## src/rtl/ps2_rx_fifo.sv

```systemverilog
// rtl/ps2_rx_fifo.sv - PS/2 keyboard frame receiver feeding a scan-code FIFO
//
// Ports:
//   clk         system clock, all state on its rising edge
//   rst         asynchronous active-high reset
//   ps2_clk     raw keyboard clock (asynchronous)
//   ps2_data    raw keyboard data (asynchronous)
//   nextdata_n  active-low pop request, sampled on clk
//   data        scan code at the FIFO head (valid while ready is high)
//   ready       FIFO holds at least one entry
//   overflow    sticky: a good frame was dropped because the FIFO was full
//   frame_err   one-cycle pulse when a completed frame fails its checks

module ps2_rx_fifo #(
    parameter int DEPTH_LOG2  = 3,
    parameter int TIMEOUT_CYC = 50000
) (
    input  logic       clk,
    input  logic       rst,
    input  logic       ps2_clk,
    input  logic       ps2_data,
    input  logic       nextdata_n,
    output logic [7:0] data,
    output logic       ready,
    output logic       overflow,
    output logic       frame_err
);

    localparam int DEPTH = 1 << DEPTH_LOG2;
    localparam int TO_W  = $clog2(TIMEOUT_CYC + 1);

    localparam logic [TO_W-1:0]       TO_LAST = TO_W'(TIMEOUT_CYC - 1);
    localparam logic [DEPTH_LOG2-1:0] PTR_ONE = DEPTH_LOG2'(1);

    // ------------------------------------------------------------------
    // Input synchronizers. Both chains reset high (PS/2 idle level) so
    // leaving reset never fabricates a falling edge. The data chain is two
    // deep so data_bit is the same age as clk_sync[1], the sample that
    // first shows the clock low.
    // ------------------------------------------------------------------
    logic [2:0] clk_sync;
    logic [1:0] data_sync;
    logic       ps2_fall;
    logic       data_bit;

    always_ff @(posedge clk or posedge rst) begin
        if (rst) begin
            clk_sync  <= 3'b111;
            data_sync <= 2'b11;
        end else begin
            clk_sync  <= {clk_sync[1:0], ps2_clk};
            data_sync <= {data_sync[0], ps2_data};
        end
    end

    assign ps2_fall = clk_sync[2] & ~clk_sync[1];
    assign data_bit = data_sync[1];

    // ------------------------------------------------------------------
    // Frame capture. Bits enter at the MSB and move down, so after eleven
    // shifts frame[0] is the start bit, frame[8:1] the code, frame[9] the
    // parity and frame[10] the stop bit. frame_done marks the cycle after
    // the eleventh bit, when frame holds the complete frame.
    // ------------------------------------------------------------------
    logic [10:0]     frame;
    logic [3:0]      bit_cnt;
    logic            frame_done;
    logic [TO_W-1:0] to_cnt;
    logic            frame_ok;

    always_ff @(posedge clk or posedge rst) begin
        if (rst) begin
            frame      <= '0;
            bit_cnt    <= '0;
            frame_done <= 1'b0;
            to_cnt     <= '0;
        end else begin
            frame_done <= 1'b0;
            if (ps2_fall) begin
                frame  <= {data_bit, frame[10:1]};
                to_cnt <= '0;
                if (bit_cnt == 4'd10) begin
                    bit_cnt    <= '0;
                    frame_done <= 1'b1;
                end else begin
                    bit_cnt <= bit_cnt + 4'd1;
                end
            end else if (bit_cnt == 4'd0) begin
                to_cnt <= '0;
            end else if (to_cnt == TO_LAST) begin
                // Keyboard stalled mid-frame: drop the partial frame silently.
                bit_cnt <= '0;
                to_cnt  <= '0;
            end else begin
                to_cnt <= to_cnt + TO_W'(1);
            end
        end
    end

    // Odd parity: the eight data bits plus the parity bit XOR to one.
    assign frame_ok = ~frame[0] & frame[10] & (^frame[9:1]);

    // ------------------------------------------------------------------
    // Scan-code FIFO. One slot is sacrificed so full and empty stay
    // distinguishable with plain DEPTH_LOG2-bit pointers.
    // ------------------------------------------------------------------
    logic [7:0]            mem [DEPTH];
    logic [DEPTH_LOG2-1:0] w_ptr;
    logic [DEPTH_LOG2-1:0] r_ptr;
    logic [DEPTH_LOG2-1:0] w_ptr_next;
    logic [DEPTH_LOG2-1:0] r_ptr_next;
    logic                  full;
    logic                  pop;
    logic                  push_req;
    logic                  push;
    logic                  drop;

    always_comb begin
        full       = (w_ptr + PTR_ONE) == r_ptr;
        pop        = ready & ~nextdata_n;
        push_req   = frame_done & frame_ok;
        // A pop in the same cycle frees the slot the push needs.
        push       = push_req & (~full | pop);
        drop       = push_req & full & ~pop;
        w_ptr_next = push ? (w_ptr + PTR_ONE) : w_ptr;
        r_ptr_next = pop  ? (r_ptr + PTR_ONE) : r_ptr;
    end

    always_ff @(posedge clk or posedge rst) begin
        if (rst) begin
            w_ptr     <= '0;
            r_ptr     <= '0;
            ready     <= 1'b0;
            overflow  <= 1'b0;
            frame_err <= 1'b0;
        end else begin
            w_ptr     <= w_ptr_next;
            r_ptr     <= r_ptr_next;
            ready     <= (w_ptr_next != r_ptr_next);
            frame_err <= frame_done & ~frame_ok;
            if (drop) begin
                overflow <= 1'b1;
            end
        end
    end

    // Storage needs no reset; data is only meaningful while ready is high.
    always_ff @(posedge clk) begin
        if (push) begin
            mem[w_ptr] <= frame[8:1];
        end
    end

    assign data = mem[r_ptr];

endmodule

```

## config.mk

```make
export PLATFORM = sky130hd
export DESIGN_NAME = ps2_rx_fifo
export DESIGN_NICKNAME = d
export VERILOG_FILES = /design/src/rtl/ps2_rx_fifo.sv
export SDC_FILE = /design/constraint.sdc
export NUM_CORES = 1
export LEC_CHECK = 0
export ABC_AREA = 0
export BUFFER_PORTS_ARGS = -buffer_cell sky130_fd_sc_hd__buf_2
export CORE_MARGIN = 2
export CORE_UTILIZATION = 50
export DETAILED_ROUTE_END_ITERATION = 10
export GPL_ROUTABILITY_DRIVEN = 0
export PLACE_DENSITY = 0.69
export SYNTH_ARGS = -nofsm -noshare
export SYNTH_HDL_FRONTEND = slang
export SYNTH_SLANG_ARGS = --single-unit
```

## constraint.sdc

```tcl
create_clock -name clk -period 2.56 [get_ports clk]
set_input_delay 0.256 -clock clk [delete_from_list [all_inputs] [get_ports clk]]
set_output_delay 0.256 -clock clk [all_outputs]
set_load 0.01 [all_outputs]
```

* Word level (Yosys, flattened, before mapping)
Memory sizes are Yosys's and may differ from the RTL's.
Index checks and enable logic that the tools add are counted.
** Word-level totals
- Register bits :: 46
- Memory bits (writable) :: 64
- Output and inout port bits :: 11
- Logic and storage cells :: 54
- Memories kept :: 1
** Memories
- mem :: words 8, bits a word 8, rd ports 1, clocked after Yosys merged registers in 0, write ports 1, line 107 : logic [7:0] mem [DEPTH];
** Cells by class
- Add/sub/neg operators :: 4
- Equal/unequal tests :: 5
- Multiplexer cells :: 13
- Bitwise logic cells :: 16
- Reduce and logical (&&, ||, !) cells :: 4
** Operators with widths (number)
- 16-bit two-way mux :: 3
- 16-bit by 1-bit adder with 16-bit output, second input constant :: 1
- 16-bit equality test, second input constant :: 1
- 4-bit two-way mux :: 4
- 1-bit bitwise AND :: 9
- 9-bit XOR reduction :: 1
- 3-bit by 1-bit adder with 3-bit output, second input constant :: 2
- 3-bit two-way mux :: 2
- 1-bit NOT :: 6
- 4-bit by 1-bit adder with 4-bit output, second input constant :: 1
- 4-bit equality test, second input constant :: 1
- 4-bit zero test :: 1
- 1-bit two-way mux :: 4
- 3-bit equality test :: 1
- 3-bit inequality test :: 1
- 2-bit inequality test, second input constant :: 1
- 2-bit AND reduction :: 1
- 2-bit nonzero test :: 1
- 1-bit OR :: 1

* Logic depth before layout (Yosys ltp)
- Word-level depth :: 7
- Gate-level depth with buffers :: 7

* Worst setup path before layout
OpenSTA, ideal clock, no wires.
- Path kind :: flip-flop to flip-flop
- Start point :: register frame[4]
- End point :: memory mem[0][0] (enable)
- Library setup time :: 0.395 ns
- Data arrival time :: 2.371 ns
- Path slack :: -0.206 ns
- Stages on the path, launching flop included :: 7
- Cell sequence :: dfrtp_1 > xnor2_1 > xnor3_1 > xnor2_2 > nand3_2 > buf_6 > nor4_1
** On the way
- Longest elaborated chain between the ends :: 6
** RTL lines
- start: declaration :: line 65 : logic [10:0] frame;
- start signal: assignment :: line 80 : frame <= {data_bit, frame[10:1]};
- 9-bit XOR reduction :: line 101 : assign frame_ok = ~frame[0] & frame[10] & (^frame[9:1]);
- 1-bit bitwise AND :: line 101
- 1-bit bitwise AND :: line 121 : push_req = frame_done & frame_ok;
- 1-bit bitwise AND :: line 123 : push = push_req & (~full | pop);
- 1-bit two-way mux :: line 149 : if (push) begin
- 1-bit two-way mux (not written as such) :: line 150 : mem[w_ptr] <= frame[8:1];
- end: declaration :: line 107
No other way between the ends.

* Worst setup path after layout
- Start point :: register r_ptr[0]
- End point :: output port data[6]
** On the way
- Longest elaborated chain between the ends :: 1
** RTL lines
- start: declaration :: line 109 : logic [DEPTH_LOG2-1:0] r_ptr;
- start signal: assignment :: line 138 : r_ptr <= r_ptr_next;
- memory 8 x 8 bit
- end: declaration :: line 23 : output logic [7:0] data,
No other way between the ends.

==> results.txt <==
----------------------------------------------------
[Placed design]
  Number of input and output port buffers inserted ... 15
  Placed Area ... around 5000 µm²
  Number of cells in the design after placement ... approximately 460
  Detailed placement HPWL ... 5740 µm

[STA]
  Final Cycle Share ... 91.6%
  Final-report hold violation count ... 0
  Max-slew violation count ... 0
  Worst hold slack ... ~0.082 ns
  Headroom to the max-slew limit ... 38.1%
  Slew of the pin with the lowest slew margin ... between 0.9 and 1 ns
  Setup repair after global routing missed its margin ... no
  Setup violators final ... 0
  Clk_skew ... ~0.017 ns
  Final critical delay including setup and external delays ... 2.35 ns
  Fmax ... approximately 0.43 GHz

[Final layout]
  Most common cell after layout, fill and taps aside ... edfxtp_1
  Layout Cell Area excl Fill ... 5280 µm²
  Share of cells above drive strength 1 ... 24.9%
  Final layout net count ... ~370
  Final Instance Count excl. Fillers ... ~480
  Highest-count cells in the layout ignoring fill and taps ... 64 x edfxtp_1, 51 x nand2_1, 41 x dfrtp_1
  Total inserted antenna cells ... 0
  Utilization after layout ... between 50 and 60%
  Area Overhead vs Synth ... 12.8%

[Flow run]
  Max Cap Viol ... 0

[Clock network]
  Clock root buffer master ... clkbuf_8
  Clock latency reported for the late side of the worst-skew pair ... about 0.37 ns
  Number of buffers on the longest clock path ... 2
  TritonCTS clock tree ... yes
  H-tree Lvls ... 3
  Sinks on Clock Net ... 110
  Reg clk slew, reported paths ... roughly 0.11 ns
  Num CTS Buffers ... 9

[Yosys]
  Synth unique cells ... 35
  Cells after synthesis ... around 320
  Dominant register cell in the synthesized netlist ... edfxtp_1
  Post-Synthesis Cell Area ... between 4000 and 5000 µm²
  Post-synth ARST share ... a little over two fifths
  Post-Syn Nets ... 335
  Synthesized area per cell ... ~14 µm²
  Total number of yosys warnings ... 0
  Number of enable-type register cells in the synthesized netlist ... 64
  Total of flip-flops plus latches after synthesis ... 110
  Sequential element share of the synthesized area ... 65.8%

[Setup path]
  Largest fanout on the critical path ... 18
  Worst reg2reg path endpoint ... mem[4][0]$_DFFE_PP_
  Arrival time of data at the critical path endpoint ... 2.09 ns
  Crit-path leading delay family ... multiplexers
  Crit-path max cell delay ... around 0.60 ns
  Data required, critical path ... approximately 2.3 ns
  CP Capture Type ... output port
  Register-to-register setup slack ... between 0.2 and 0.3 ns
  Number of buffer and inverter stages on the critical path ... 2
  Reg2Reg Depth ... 6
  Nature of the critical path startpoint ... register
  Crit path cell chain ... buf_4 -> mux4_2 -> mux2_2 -> buf_2
  R2r startpoint ... frame[4]$_DFFE_PP0P_
  Slowest cell on crit path ... mux4_2
  Setup CP Type ... register to output port

[Status]
  Status ... finished clean

[Detailed routing]
  1st-iter DRT viols ... roughly 110
  Routed Antenna Nets ... 0
  Post-detailed-route wirelength per cell ... 18.0 µm
  Total DRC errors in the routed layout ... 0
  DR pass1 iterations ... 5
  Via density per instance ... 5.52
  Vias ... around 2,600
  Total Wirelength ... 8560 µm

[GRT]
  Antenna violations before repair ... 0
  Pin count of the biggest net entering global routing ... 47
  Global routing usage summed across all routing layers ... approximately a fifth
  Number of global-route vias before repair ... roughly 2,700
  Wire length of the first global-routing pass ... around 14,000 µm
  Grt ovf ... 0

[Power]
  Worst vdd ir ... between 0.6 and 0.7 mV
  Power, Total ... just under 5 mW
  Static leakage ... approximately 2.1 nW
  Power density of the placed cells ... 926 nW/µm²

[Die]
  Cell Rows ... 35
  Number of ports placed on the die boundary ... 16
  Width of the chip ... slightly above 100 µm
  Core footprint ... a little over 9000 µm²
  Initial standard-cell utilization of the core ... ~51%
  Area enclosed by the die boundary ... 10,100 µm²
  Chip height ... between 100 and 150 µm

[Worst hold path]
  Class of the tightest hold or removal check ... input pin to async pin

----------------------------------------------------
[report_power, final]
part / total (mW) / internal [mW] / switching [mW]
Combinational: 1.47 / 0.700 / 0.767
Sequential: 2.16 / 2.05 / 0.107
Clock: 1.26 / 0.665 / 0.594
Total: 4.88 / 3.42 / 1.47
[per-stage QoR]
| stage | TNS, ns | setup WS [ns] |
|---|---|---|
| finish | 0 | 0.215 |
| detailed placement | 0 | 0.149 |
| global route | 0 | 0.0942 |
| floorplan | -3.39 | -0.206 |
| global placement | 0 | 0.208 |
| CTS | 0 | 0.132 |
[worst max path at each step]
stage               depth (start not counted)  slack, ns                  end                  from
finish                                      4       0.21              data[6]    r_ptr[0]$_DFF_PP0_
detailed placement                          6       0.15  mem[3][1]$_DFFE_PP_  frame[4]$_DFFE_PP0P_
global placement                            6       0.21  mem[4][1]$_DFFE_PP_  frame[4]$_DFFE_PP0P_
floorplan                                   6      -0.21  mem[0][0]$_DFFE_PP_  frame[4]$_DFFE_PP0P_
CTS                                         6       0.13  mem[4][0]$_DFFE_PP_  frame[4]$_DFFE_PP0P_
global route                                4       0.09              data[2]    r_ptr[0]$_DFF_PP0_
[cell usage after synthesis, types with 2 or more instances]
cell type  count  area, µm²
a31oi_1        3       18.8
and2_1         2       12.5
and3_1         5       31.3
buf_2          6       30.0
clkbuf_1       7       26.3
dfrtp_1       41       1030
dfstp_2        5        131
edfxtp_1      64       1920
ha_1           6       75.1
inv_1          6       22.5
mux2_2         9        101
mux4_2        16        360
nand2_1       51        191
nand2b_1       3       18.8
nand3_1        5       25.0
nand4_1        5       31.3
nor2_1        26       97.6
nor2b_1        2       12.5
nor3_1         6       30.0
nor4_1         4       25.0
nor4b_2        2       30.0
o21ai_0        6       30.0
xnor2_1       16        140
xnor2_2        2       32.5
xor2_1        16        140
[area by class of cell]
cell class | count | area [µm²]
fill | 734 | 3880
sequential | 110 | 3080
multi-input combinational | 194 | 1520
timing repair buffer | 40 | 268
tap | 111 | 139
clock inverter | 7 | 126
clock buffer | 9 | 124
inverter | 6 | 22.5
[state kept, by name, summed over array words and instances, names as in the netlist]
name,cells
ready,1
frame,11
w_ptr,3
to_cnt,16
overflow,1
bit_cnt,4
mem,64
r_ptr,3
data_sync,2
frame_err,1
clk_sync,3
frame_done,1
[per-layer routing]
| metal | track usage (%) | vias to the layer above | wire (µm) |
|---|---|---|---|
| met1 | 25.7 | 1319 | 3780 |
| met5 | 0 | - | 0 |
| met3 | 3.88 | 12 | 417 |
| li1 | - | 1234 | - |
| met4 | 6.85 | 0 | 142 |
| met2 | 30.5 | 68 | 4230 |
[cell families (layout without fill, tap and decap cells)]
group	count (synthesis)	count (layout)	share of synthesized area [%]
AO/OA/AOI/OAI	12	12	1.52
XOR/XNOR	35	35	7.17
adder cells (fa/ha/maj)	6	6	1.60
buffers and inverters	20	62	1.93
flip-flops	110	110	65.8
multiplexers	26	26	10.1
AND/OR/NAND/NOR	115	115	11.9
[timing repair]
action,in CTS,in global routing
gates resized for setup,0,1
endpoints found under the hold margin,2,0
hold buffers,2,0
setup buffers,0,0
setup endpoints to repair,0,24
No activity file was read; power rests on OpenSTA's default activity.
